--- src/rtl/multi_cycle_controller_pkg.sv ---
// Shared encodings for the multi-cycle RISC-V controller and its datapath:
// FSM states, opcodes, and the mux/ALU select codes both sides must agree on.
package multi_cycle_controller_pkg;

  typedef enum logic [3:0] {
    S_FETCH    = 4'd0,
    S_DECODE   = 4'd1,
    S_MEMADR   = 4'd2,
    S_MEMREAD  = 4'd3,
    S_MEMWB    = 4'd4,
    S_MEMWRITE = 4'd5,
    S_EXECR    = 4'd6,
    S_EXECI    = 4'd7,
    S_ALUWB    = 4'd8,
    S_BRANCH   = 4'd9,
    S_JAL      = 4'd10,
    S_JALR1    = 4'd11,
    S_JALR2    = 4'd12,
    S_LUI      = 4'd13
  } state_t;

  localparam logic [6:0] OP_R    = 7'b0110011;
  localparam logic [6:0] OP_IALU = 7'b0010011;
  localparam logic [6:0] OP_LW   = 7'b0000011;
  localparam logic [6:0] OP_SW   = 7'b0100011;
  localparam logic [6:0] OP_BR   = 7'b1100011;
  localparam logic [6:0] OP_JAL  = 7'b1101111;
  localparam logic [6:0] OP_JALR = 7'b1100111;
  localparam logic [6:0] OP_LUI  = 7'b0110111;

  localparam logic [2:0] ALU_ADD  = 3'b000;
  localparam logic [2:0] ALU_SUB  = 3'b001;
  localparam logic [2:0] ALU_AND  = 3'b010;
  localparam logic [2:0] ALU_OR   = 3'b011;
  localparam logic [2:0] ALU_XOR  = 3'b100;
  localparam logic [2:0] ALU_SLT  = 3'b101;
  localparam logic [2:0] ALU_SLTU = 3'b110;

  localparam logic [2:0] IMM_I = 3'b000;
  localparam logic [2:0] IMM_S = 3'b001;
  localparam logic [2:0] IMM_B = 3'b010;
  localparam logic [2:0] IMM_J = 3'b011;
  localparam logic [2:0] IMM_U = 3'b100;

  localparam logic [1:0] RES_ALUOUT    = 2'b00;
  localparam logic [1:0] RES_MDR       = 2'b01;
  localparam logic [1:0] RES_ALURESULT = 2'b10;
  localparam logic [1:0] RES_IMMEXT    = 2'b11;

  localparam logic [1:0] SRCA_PC    = 2'b00;
  localparam logic [1:0] SRCA_OLDPC = 2'b01;
  localparam logic [1:0] SRCA_AREG  = 2'b10;

  localparam logic [1:0] SRCB_BREG = 2'b00;
  localparam logic [1:0] SRCB_IMM  = 2'b01;
  localparam logic [1:0] SRCB_FOUR = 2'b10;

  localparam logic [1:0] ALUOP_ADD  = 2'b00;
  localparam logic [1:0] ALUOP_SUB  = 2'b01;
  localparam logic [1:0] ALUOP_FUNC = 2'b10;

  function automatic logic [2:0] imm_for_opcode(input logic [6:0] op);
    case (op)
      OP_IALU, OP_LW, OP_JALR: imm_for_opcode = IMM_I;
      OP_SW:                   imm_for_opcode = IMM_S;
      OP_BR:                   imm_for_opcode = IMM_B;
      OP_JAL:                  imm_for_opcode = IMM_J;
      OP_LUI:                  imm_for_opcode = IMM_U;
      default:                 imm_for_opcode = IMM_I;
    endcase
  endfunction

  // beq/bne test the subtract result for zero; blt/bge use its sign bit.
  function automatic logic branch_taken(input logic [2:0] f3, input logic zero,
                                        input logic sign);
    case (f3)
      3'b000:  branch_taken = zero;
      3'b001:  branch_taken = ~zero;
      3'b100:  branch_taken = sign;
      3'b101:  branch_taken = ~sign;
      default: branch_taken = 1'b0;
    endcase
  endfunction

endpackage

--- src/rtl/multi_cycle_controller_alu_decoder.sv ---
// ALU operation decoder: fixed add/sub requests pass through, otherwise the
// operation comes from func3 (with func7[5] selecting sub only for R-type).
module alu_decoder
  import multi_cycle_controller_pkg::*;
(
  input  logic [1:0] ALUOp,
  input  logic [2:0] func3,
  input  logic       func7_5,
  input  logic       is_rtype,
  output logic [2:0] ALUControl
);

  // Decode ALU operation from ALUOp and the instruction function fields.
  always_comb begin
    ALUControl = ALU_ADD;
    case (ALUOp)
      ALUOP_ADD: ALUControl = ALU_ADD;
      ALUOP_SUB: ALUControl = ALU_SUB;
      ALUOP_FUNC: begin
        case (func3)
          3'b000: begin
            if (is_rtype && func7_5) begin
              ALUControl = ALU_SUB;
            end else begin
              ALUControl = ALU_ADD;
            end
          end
          3'b111:  ALUControl = ALU_AND;
          3'b110:  ALUControl = ALU_OR;
          3'b100:  ALUControl = ALU_XOR;
          3'b010:  ALUControl = ALU_SLT;
          3'b011:  ALUControl = ALU_SLTU;
          default: ALUControl = ALU_ADD;
        endcase
      end
      default: ALUControl = ALU_ADD;
    endcase
  end

endmodule

--- src/rtl/multi_cycle_controller.sv ---
// Multi-cycle RISC-V controller: one FSM state register, Moore-style outputs
// decoded from state (plus instruction fields/flags), enables gated by reset.
module multi_cycle_controller
  import multi_cycle_controller_pkg::*;
(
  input  logic       clk,
  input  logic       rst,
  input  logic [6:0] opcode,
  input  logic [2:0] func3,
  input  logic [6:0] func7,
  input  logic       zero,
  input  logic       sign,
  output logic       PCWrite,
  output logic       AdrSrc,
  output logic       MemWrite,
  output logic       IRWrite,
  output logic       RegWrite,
  output logic [1:0] ResultSrc,
  output logic [1:0] ALUSrcA,
  output logic [1:0] ALUSrcB,
  output logic [2:0] ALUControl,
  output logic [2:0] ImmSrc
);

  state_t     r_state;
  state_t     w_next;
  logic       w_pcwrite;
  logic       w_memwrite;
  logic       w_irwrite;
  logic       w_regwrite;
  logic       w_is_rtype;
  logic [1:0] w_alu_op;
  logic       w_unused_func7;

  assign w_unused_func7 = ^{func7[6], func7[4:0]};

  // State register; reset returns to FETCH without waiting for a clock.
  always_ff @(posedge clk or posedge rst) begin
    if (rst) begin
      r_state <= S_FETCH;
    end else begin
      r_state <= w_next;
    end
  end

  // Next-state and per-state output decode.
  always_comb begin
    w_next     = S_FETCH;
    w_pcwrite  = 1'b0;
    w_memwrite = 1'b0;
    w_irwrite  = 1'b0;
    w_regwrite = 1'b0;
    w_is_rtype = 1'b0;
    w_alu_op   = ALUOP_ADD;
    AdrSrc     = 1'b0;
    ResultSrc  = RES_ALUOUT;
    ALUSrcA    = SRCA_PC;
    ALUSrcB    = SRCB_BREG;
    ImmSrc     = imm_for_opcode(opcode);
    case (r_state)
      S_FETCH: begin
        w_irwrite = 1'b1;
        w_pcwrite = 1'b1;
        ALUSrcB   = SRCB_FOUR;
        ResultSrc = RES_ALURESULT;
        w_next    = S_DECODE;
      end
      S_DECODE: begin
        // OldPC + B-imm precomputes the branch target while decoding.
        ALUSrcA = SRCA_OLDPC;
        ALUSrcB = SRCB_IMM;
        ImmSrc  = IMM_B;
        case (opcode)
          OP_LW, OP_SW: w_next = S_MEMADR;
          OP_R:         w_next = S_EXECR;
          OP_IALU:      w_next = S_EXECI;
          OP_BR:        w_next = S_BRANCH;
          OP_JAL:       w_next = S_JAL;
          OP_JALR:      w_next = S_JALR1;
          OP_LUI:       w_next = S_LUI;
          default:      w_next = S_FETCH;
        endcase
      end
      S_MEMADR: begin
        ALUSrcA = SRCA_AREG;
        ALUSrcB = SRCB_IMM;
        if (opcode == OP_SW) begin
          ImmSrc = IMM_S;
          w_next = S_MEMWRITE;
        end else begin
          ImmSrc = IMM_I;
          w_next = S_MEMREAD;
        end
      end
      S_MEMREAD: begin
        AdrSrc = 1'b1;
        w_next = S_MEMWB;
      end
      S_MEMWB: begin
        ResultSrc  = RES_MDR;
        w_regwrite = 1'b1;
        w_next     = S_FETCH;
      end
      S_MEMWRITE: begin
        AdrSrc     = 1'b1;
        w_memwrite = 1'b1;
        w_next     = S_FETCH;
      end
      S_EXECR: begin
        ALUSrcA    = SRCA_AREG;
        w_alu_op   = ALUOP_FUNC;
        w_is_rtype = 1'b1;
        w_next     = S_ALUWB;
      end
      S_EXECI: begin
        ALUSrcA  = SRCA_AREG;
        ALUSrcB  = SRCB_IMM;
        ImmSrc   = IMM_I;
        w_alu_op = ALUOP_FUNC;
        w_next   = S_ALUWB;
      end
      S_ALUWB: begin
        w_regwrite = 1'b1;
        w_next     = S_FETCH;
      end
      S_BRANCH: begin
        ALUSrcA   = SRCA_AREG;
        w_alu_op  = ALUOP_SUB;
        ImmSrc    = IMM_B;
        w_pcwrite = branch_taken(func3, zero, sign);
        w_next    = S_FETCH;
      end
      S_JAL: begin
        ALUSrcA   = SRCA_OLDPC;
        ALUSrcB   = SRCB_FOUR;
        ImmSrc    = IMM_J;
        w_pcwrite = 1'b1;
        w_next    = S_ALUWB;
      end
      S_JALR1: begin
        ALUSrcA = SRCA_AREG;
        ALUSrcB = SRCB_IMM;
        ImmSrc  = IMM_I;
        w_next  = S_JALR2;
      end
      S_JALR2: begin
        ALUSrcA   = SRCA_OLDPC;
        ALUSrcB   = SRCB_FOUR;
        w_pcwrite = 1'b1;
        w_next    = S_ALUWB;
      end
      S_LUI: begin
        ImmSrc     = IMM_U;
        ResultSrc  = RES_IMMEXT;
        w_regwrite = 1'b1;
        w_next     = S_FETCH;
      end
      default: w_next = S_FETCH;
    endcase
  end

  alu_decoder u_alu_decoder (
    .ALUOp      (w_alu_op),
    .func3      (func3),
    .func7_5    (func7[5]),
    .is_rtype   (w_is_rtype),
    .ALUControl (ALUControl)
  );

  // State is already FETCH during reset, so only the write enables need masking.
  assign PCWrite  = w_pcwrite  & ~rst;
  assign MemWrite = w_memwrite & ~rst;
  assign IRWrite  = w_irwrite  & ~rst;
  assign RegWrite = w_regwrite & ~rst;

endmodule

--- config.mk ---
export PLATFORM = sky130hd
export DESIGN_NAME = multi_cycle_controller
export DESIGN_NICKNAME = d
export VERILOG_FILES = /design/src/rtl/multi_cycle_controller_pkg.sv /design/src/rtl/multi_cycle_controller_alu_decoder.sv /design/src/rtl/multi_cycle_controller.sv
export SDC_FILE = /design/constraint.sdc
export NUM_CORES = 1
export LEC_CHECK = 0
export ABC_CLOCK_PERIOD_IN_PS = 3600
export CORE_MARGIN = 2
export CORE_UTILIZATION = 45
export CTS_BUF_LIST = sky130_fd_sc_hd__clkbuf_8
export DETAILED_ROUTE_END_ITERATION = 8
export GPL_TIMING_DRIVEN = 0
export PLACE_DENSITY = 0.86
export RECOVER_POWER = 100
export SLEW_MARGIN = 25
export SYNTH_ARGS = -nofsm -noshare
export SYNTH_HDL_FRONTEND = slang
export SYNTH_SLANG_ARGS = --single-unit
--- constraint.sdc ---
create_clock -name clk -period 3.6 [get_ports clk]
set_input_delay 0.36 -clock clk [delete_from_list [all_inputs] [get_ports clk]]
set_output_delay 0.36 -clock clk [all_outputs]
set_load 0.01 [all_outputs]
==> impl_metrics.tcl, run 1 <==
set metrics [dict create \
    grt_pass1_wl_um 3800 \
    critical_path_class "reg -> out" \
    hold_viol 0 \
    drt_pass1_iterations 4 \
    drv_cap 0 \
    synth_nets 138 \
    setup_violations 0 \
    hold_buffers 0 \
    relSlewSlack 0.663 \
    synth_cell_types 43 \
    post_cts_buffers 0 \
    crit_path_end_kind "primary output" \
    finalCritPeriodShare 0.774 \
    rows 15 \
    gr-total-overflow 0 \
    clk_path_buf_depth 2 \
    grt.total_usage 0.239 \
    finalPower_w 0.000479 \
    final_common_cell "clkdlybuf4s50_1" \
    seq_area_frac_synth 0.122 \
    synth_cells 115 \
    io_buffers 30 \
    mostFrequentLayoutCells "16 x clkdlybuf4s50_1, 14 x dlygate4sd3_1, 12 x nor2_1, 8 x inv_1" \
    nNetsFinal 173 \
    fin_setup_tns_ps 0 \
    clk_latency_ps 220 \
    pwr-share-clk 0.199 \
    ioPinCount 38 \
    ir_worst_vdd_uv 299 \
    synth-main-ff-cell "dfrtp_1" \
    max_freq_mhz 359 \
    start_util 0.477 \
    gp_congestion 0.885 \
    finalClockSkew_ps 3.58 \
    rsz0062_at_grt "no" \
    die_area_um2 2190 \
    vias_per_cell 5.65 \
    biggestRegsByFlops "r_state: 4 flops" \
    largest_register_ffs 4 \
    antennaDiodeCount 0 \
    internal_power_w 0.000282 \
    area_growth_pct 43.8 \
    regMostFlops "r_state" \
    synth_edf_count 0 \
    cts_tree "done" \
    die_y_um 46.8 \
    syn_area_um2 823 \
    vias 977 \
    power_density_nw_per_um2 405 \
    drt_first_iter_violations 25 \
    p_seq_frac 0.127 \
    switchingPower_w 0.000197 \
    fin_cells 173 \
    clk_pin_slew_ps 30 \
    async_reset_ff_frac 1.00 \
    cts-resized-gates 0 \
    antenna_found_initial 0 \
    dp_hpwl_um 1870 \
    seqCellArea_um2 100 \
    crit_required_ps 3240 \
    arrival_ps 2430 \
    ant_nets 0 \
    syn_avg_cell_area_um2 7.16 \
    p_comb_frac 0.674 \
    drc_errors 0 \
    tightest_slew_ps 506 \
    nFillCells 164 \
    routed_wl_um 2310 \
    switching_share 0.412 \
    cp-start-kind "flop" \
    cts-root-buf "clkbuf_8" \
    outcome "finished, final reports clean" \
    yosys_warnings 0 \
    synth-seq-cells 4 \
    multi_input_area_um2 637 \
    drive_gt1_frac 0.0946 \
    htree_levels 1 \
    cts_num_sinks 4 \
    first_global_vias 870 \
    cts_buffers 3 \
    p_leak_nw 0.511 \
    timing.final.crit_period_ps 2790 \
    grt_max_degree 11 \
    core_um2 1730 \
    die_x_um 46.8 \
    cp_max_fo 10 \
    place_inst 170 \
    slew_violations 0 \
    hold_class "in -> async" \
    wire_per_inst_um 13.4 \
]
[cells by family (layout without fill, tap and decap cells)]
kind of cell,Yosys count,in the layout,share of synthesized area
xor gates and xnor gates,7,7,0.0745
and+or+nand+nor,55,55,0.391
AOI/OAI and AO/OA,28,28,0.249
DFF,4,4,0.122
muxes,3,3,0.0380
adders and majority gates,2,2,0.0304
buffers and inverters,16,49,0.0958
[critical path: stages (launching register included)]
cell and delay [ps]:
dfrtp_1 380, buf_6 140, nand2b_4 150, or3b_4 400
ha_1 320, nor3_1 180, dlygate4sd3_1 640
[path summary, 6_finish.rpt]
path / slack [ps] / cells after the start / startpoint / end
min in group clk: 590 / 3 / opcode[2] / r_state[1]
max in group asynchronous: 2870 / 2 / rst / r_state[0]
min reg2reg: 690 / 3 / r_state[1] / r_state[3]
max: 810 / 6 / r_state[1] / ALUControl[1]
max reg2reg: 1970 / 5 / r_state[0] / r_state[3]
min: 550 / 2 / rst / r_state[1]
[synth_stat cells, types with 2 or more instances]
cell | instances | area share
xnor2_1 | 5 | 0.053
a21oi_2 | 2 | 0.021
ha_1 | 2 | 0.030
nor2_1 | 12 | 0.055
a21oi_1 | 5 | 0.030
nand4_1 | 2 | 0.015
mux2i_1 | 2 | 0.024
dfrtp_1 | 4 | 0.12
xor2_1 | 2 | 0.021
o211ai_1 | 2 | 0.018
o21ai_0 | 3 | 0.018
buf_2 | 6 | 0.036
nor2b_1 | 6 | 0.046
o2111ai_1 | 2 | 0.021
nand2b_1 | 7 | 0.053
and3b_1 | 3 | 0.032
o22ai_1 | 2 | 0.015
and3_1 | 3 | 0.023
nand3_1 | 4 | 0.024
nand2_1 | 6 | 0.027
inv_1 | 8 | 0.036
a31oi_1 | 3 | 0.023
nor3_1 | 4 | 0.024
[per-layer routing]
| metal | vias up | global-route usage | routed length, um |
|---|---|---|---|
| met5 | - | 0 | 0 |
| met4 | 0 | 0.0944 | 34 |
| met3 | 4 | 0.0115 | 122 |
| met2 | 37 | 0.400 | 1110 |
| met1 | 455 | 0.323 | 1040 |
| li1 | 481 | - | - |
[per-stage QoR]
step / hold slack [ps] / setup slack (ps) / cell area [um^2] / utilization
final: 552 / 814 / 1180 / 0.686
after global routing: 586 / 694 / 1180 / 0.686
after CTS: 428 / 843 / 1200 / 0.693
after detailed placement: 655 / 909 / 1150 / 0.669
after global placement: 656 / 954 / 1150 / 0.669
after floorplan: 140 / 1600 / 823 / -
[area by class of cell]
cell class                      instances  share of cell area
Buffer                                  8              0.0370
Clock buffer                            3              0.0349
Inverter                                8              0.0254
Multi-Input combinational cell         95               0.538
Sequential cell                         4              0.0846
Tap cell                               25              0.0264
Timing Repair Buffer                   30               0.254
[power by group through the flow]
stage	combinational (W)	sequential, W	clock (W)
floorplan	0.000201	0.0000603	0
global placement	0.000338	0.0000609	0
detailed placement	0.000342	0.0000614	0
CTS	0.000342	0.0000609	0.0000984
global route	0.000354	0.0000621	0.0000992
finish	0.000323	0.0000608	0.0000953
Power figures use the tool's default switching activity.
==> run 2, diff against run 1 <==
--- a/config.mk
+++ b/config.mk
@@ -5,13 +5,13 @@
 export SDC_FILE = /design/constraint.sdc
 export NUM_CORES = 1
 export LEC_CHECK = 0
-export ABC_CLOCK_PERIOD_IN_PS = 3600
+export ABC_CLOCK_PERIOD_IN_PS = 2900
 export CORE_MARGIN = 2
-export CORE_UTILIZATION = 45
+export CORE_UTILIZATION = 42
 export CTS_BUF_LIST = sky130_fd_sc_hd__clkbuf_8
 export DETAILED_ROUTE_END_ITERATION = 8
 export GPL_TIMING_DRIVEN = 0
-export PLACE_DENSITY = 0.86
+export PLACE_DENSITY = 0.81
 export RECOVER_POWER = 100
 export SLEW_MARGIN = 25
 export SYNTH_ARGS = -nofsm -noshare
==> constraint.sdc (replaced) <==
create_clock -name clk -period 2.9 [get_ports clk]
set_input_delay 0.29 -clock clk [delete_from_list [all_inputs] [get_ports clk]]
set_output_delay 0.29 -clock clk [all_outputs]
set_load 0.01 [all_outputs]
==> run 2 against run 1 <==
Against the previous run:
- die area is 6.5% higher
- core utilization is 5.7 points lower
- cell count is 1.2% higher
- via count is 0.82% lower
- largest power group unchanged
- critical path type unchanged
- highest routed layer is now met3
- clock power is 21% higher
==> impl_metrics.tcl, run 2 (synthesized netlist as in run 1, its figures left out) <==
set metrics [dict create \
    ant_nets 0 \
    htree_levels 1 \
    hold_buffers 0 \
    slew_violations 0 \
    biggestRegsByFlops "r_state: 4 flops" \
    drv_cap 0 \
    multi_input_area_um2 644 \
    drt_first_iter_violations 28 \
    fin_ws_ps 161 \
    regMostFlops "r_state" \
    cts-root-buf "clkbuf_8" \
    r2r-end "r_state[3]" \
    io_buffers 30 \
    nNetsFinal 173 \
    crit_required_ps 2610 \
    crit_path_end_kind "primary output" \
    post_cts_buffers 0 \
    clk_latency_ps 220 \
    cts_tree "done" \
    r2r_cells 5 \
    rsz0062_at_grt "no" \
    relSlewSlack 0.708 \
    rows 16 \
    largest_register_ffs 4 \
    nFillCells 169 \
    vias_per_cell 5.54 \
    wire_per_inst_um 13.5 \
    tightest_slew_ps 437 \
    setup_violations 0 \
    finalCritPeriodShare 0.945 \
    finalPower_w 0.000594 \
    antenna_found_initial 0 \
    drt_pass1_iterations 4 \
    final_common_cell "dlygate4sd3_1" \
    drc_errors 0 \
    dp_hpwl_um 1840 \
    power_density_nw_per_um2 496 \
    fin_setup_tns_ps 0 \
    gr-total-overflow 0 \
    hold_viol 0 \
    gp_congestion 0.847 \
    cts_buffers 3 \
    start_util 0.433 \
    clk_pin_slew_ps 30 \
    cp_max_fo 10 \
    core_um2 1900 \
    mostFrequentLayoutCells "18 x dlygate4sd3_1, 12 x nor2_1, 12 x clkdlybuf4s50_1, 8 x inv_1, 7 x nand2b_1" \
    cts-resized-gates 0 \
    critical_path_class "reg -> out" \
    antennaDiodeCount 0 \
    seqCellArea_um2 100 \
    ir_worst_vdd_uv 327 \
    routed_wl_um 2360 \
    area_growth_pct 45.3 \
    die_x_um 48.3 \
    max_freq_mhz 365 \
    fin_cells 175 \
    fin_util 0.629 \
    first_global_vias 856 \
    grt_pass1_wl_um 3600 \
    place_inst 172 \
    outcome "finished, final reports clean" \
    cts_num_sinks 4 \
    arrival_ps 2450 \
    hold_class "in -> async" \
    clk_path_buf_depth 2 \
    drive_gt1_frac 0.122 \
    p_leak_nw 0.525 \
    grt_max_degree 11 \
    grt.total_usage 0.220 \
    r2r_slack_ps 1310 \
    cp-start-kind "flop" \
    die_y_um 48.3 \
    ioPinCount 38 \
    r2r-start "r_state[3]" \
    finalClockSkew_ps 2.62 \
    pre_cts_ws_ps 353 \
    die_area_um2 2330 \
    timing.final.crit_period_ps 2740 \
    vias 969 \
]
## run 2: cell types whose count changed in the layout (fill, tap and decap cells not counted)
| cell | previous run | this run |
|---|---|---|
| a21oi_2 | 0 | 2 |
| buf_2 | 2 | 4 |
| clkdlybuf4s50_1 | 16 | 12 |
| clkbuf_1 | 4 | 2 |
| a21oi_1 | 7 | 5 |
| dlygate4sd3_1 | 14 | 18 |
## run 2: layer usage
layer	up-vias	global-route usage	routed length, um
li1	486	-	-
met1	443	0.306	1110
met2	40	0.347	1120
met3	0	0.0148	130
met4	0	0.0919	0
met5	-	0	0
## run 2: worst max path at each step
| stage | startpoint | to | slack (ps) | cells after the start |
|---|---|---|---|---|
| final | r_state[1] | ALUControl[1] | 160 | 6 |
| after global routing | r_state[2] | ALUControl[1] | 70 | 5 |
| after CTS | r_state[1] | ALUControl[1] | 220 | 6 |
| after detailed placement | opcode[6] | ImmSrc[1] | 350 | 6 |
| after global placement | opcode[6] | ImmSrc[1] | 370 | 6 |
| after floorplan | r_state[1] | ALUControl[1] | 970 | 5 |
## run 2: worst max-delay path: stages (launching register included)
cell and delay [ps]:
dfrtp_1 400, buf_6 150, nand2b_4 150, or3b_4 400, ha_1 330, nor3_1 180, dlygate4sd3_1 630
## run 2: stage by stage
step | cell area (um^2) | hold slack (ps)
after CTS | 1200 | 347
after floorplan | 823 | 69.8
final | 1200 | 475
after global placement | 1160 | 566
after detailed placement | 1160 | 569
after global routing | 1200 | 492
## run 2: area by class of cell
type	count	area share
clock buffer	3	0.0345
buffer	8	0.0387
inverter	8	0.0251
multi-input combinational	95	0.539
sequential	4	0.0837
tap	27	0.0282
timing repair buffer	30	0.251
## run 2: where the power goes
group | switching [W] | internal [W] | leakage [nW]
registers | 0.00000930 | 0.0000666 | 0.0533
logic | 0.000208 | 0.000194 | 0.451
clock network | 0.0000269 | 0.0000883 | 0.0216
total | 0.000245 | 0.000349 | 0.525
==> run 3, diff against run 2 <==
--- a/config.mk
+++ b/config.mk
@@ -6,6 +6,7 @@
 export NUM_CORES = 1
 export LEC_CHECK = 0
 export ABC_CLOCK_PERIOD_IN_PS = 2900
+export CORE_ASPECT_RATIO = 1.5
 export CORE_MARGIN = 2
 export CORE_UTILIZATION = 42
 export CTS_BUF_LIST = sky130_fd_sc_hd__clkbuf_8
==> run 3 against run 2 <==
Against the previous run:
- sequential power up 0.7%
- via count is 2.6% higher
- combinational power rose by 4%
- total power increased by 2.7%
- global-route usage rose by 0.94 points
- core utilization increased by 2.0 points
- critical path depth unchanged
- critical path type unchanged
- critical endpoint unchanged
- largest cell class unchanged
- largest power group unchanged
==> impl_metrics.tcl, run 3 (synthesized netlist as in run 1, its figures left out) <==
set metrics [dict create \
    start_util 0.450 \
    antennaDiodeCount 0 \
    r2r_cells 5 \
    timing.final.crit_period_ps 2690 \
    p_leak_nw 0.518 \
    r2r-start "r_state[3]" \
    regMostFlops "r_state" \
    die_area_um2 2340 \
    arrival_ps 2400 \
    hold_buffers 0 \
    mostFrequentLayoutCells "16 x clkdlybuf4s50_1, 14 x dlygate4sd3_1, 12 x nor2_1, 8 x inv_1, 7 x nand2b_1" \
    cts-resized-gates 0 \
    ir_worst_vdd_uv 308 \
    rsz0062_at_grt "no" \
    cts-root-buf "clkbuf_8" \
    hold_viol 0 \
    outcome "finished, final reports clean" \
    gp_congestion 0.845 \
    gr-total-overflow 0 \
    largest_register_ffs 4 \
    hold_class "in -> async" \
    ant_nets 0 \
    antenna_found_initial 0 \
    clk_latency_ps 210 \
    grt_max_degree 11 \
    nNetsFinal 173 \
    r2r_slack_ps 1240 \
    clk_path_buf_depth 2 \
    clk_pin_slew_ps 30 \
    power_density_nw_per_um2 514 \
    cp_max_fo 10 \
    max_freq_mhz 371 \
    die_x_um 40.2 \
    r2r-end "r_state[3]" \
    grt.total_usage 0.229 \
    routed_wl_um 2370 \
    htree_levels 1 \
    crit_path_end_kind "primary output" \
    drc_errors 0 \
    drive_gt1_frac 0.115 \
    drt_pass1_iterations 4 \
    post_cts_buffers 0 \
    grt_pass1_wl_um 3920 \
    setup_violations 0 \
    vias 994 \
    wire_per_inst_um 14.0 \
    cts_num_sinks 4 \
    io_buffers 30 \
    cp-start-kind "flop" \
    area_growth_pct 44.2 \
    final_common_cell "clkdlybuf4s50_1" \
    biggestRegsByFlops "r_state: 4 flops" \
    cts_tree "done" \
    core_um2 1830 \
    first_global_vias 1009 \
    drt_first_iter_violations 24 \
    fin_setup_tns_ps 0 \
    critical_path_class "reg -> out" \
    finalClockSkew_ps 0.115 \
    cts_buffers 3 \
    vias_per_cell 5.88 \
    rows 19 \
    crit_required_ps 2610 \
    slew_violations 0 \
    die_y_um 58.2 \
    dp_hpwl_um 1850 \
    drv_cap 0 \
    relSlewSlack 0.685 \
    finalPower_w 0.000610 \
    ioPinCount 38 \
    tightest_slew_ps 473 \
    finalCritPeriodShare 0.929 \
]
[run 3: cell types whose count changed in the layout (fill, tap and decap cells not counted), sizes merged]
| cell | before | now |
|---|---|---|
| dlygate4sd3 | 18 | 14 |
| clkbuf | 5 | 6 |
| clkdlybuf4s50 | 12 | 16 |
| buf | 6 | 5 |
[run 3: how the worst max path moves through the flow]
stage               start       endpoint  slack (ps)  depth (start not counted)
5_1_grt        r_state[2]        PCWrite          80                          6
2_1_floorplan  r_state[1]  ALUControl[1]         970                          5
3_3_place_gp    opcode[6]      ImmSrc[1]         400                          6
4_1_cts        r_state[1]  ALUControl[1]         230                          6
3_5_place_dp    opcode[6]      ImmSrc[1]         380                          6
6_report       r_state[1]  ALUControl[1]         210                          6
[run 3: layout make-up]
type                       instances  area, um^2
buffer                             8        45.0
tap                               21        26.3
fill                             169         643
multi-input combinational         95         644
timing repair buffer              30         300
sequential                         4         100
inverter                           8        30.0
clock buffer                       3        41.3
[run 3: worst max-delay path, cell delays in order (launching register included)]
cell and delay (ps):
dfrtp_1 380, buf_6 140, nand2b_4 150, or3b_4 390, ha_1 320, nor3_1 180, dlygate4sd3_1 630
[run 3: routing by layer]
metal  vias to the layer above  GRT usage  share of wire
met5                         -          0              0
met4                         0      0.148          0.028
met3                         8     0.0153          0.064
met2                        49      0.389           0.52
met1                       453      0.255           0.38
li1                        484          -              -
[run 3: stage by stage]
step / instance area [um^2] / setup WS, ps / util / hold WS, ps / cells
2_1_floorplan: 823 / 974 / - / 69.8 / 115
6_report: 1190 / 207 / 0.649 / 490 / 169
5_1_grt: 1190 / 84.2 / 0.649 / 511 / 169
3_5_place_dp: 1150 / 380 / 0.628 / 583 / 166
3_3_place_gp: 1150 / 398 / 0.628 / 569 / 166
4_1_cts: 1190 / 234 / 0.651 / 366 / 169
[run 3: power by group]
part	internal, W	leakage [nW]	switching [W]	total [W]
Combinational	0.000205	0.443	0.000214	0.000420
Sequential	0.0000666	0.0533	0.00000977	0.0000764
Clock	0.0000882	0.0216	0.0000253	0.000114
Total	0.000360	0.518	0.000250	0.000610
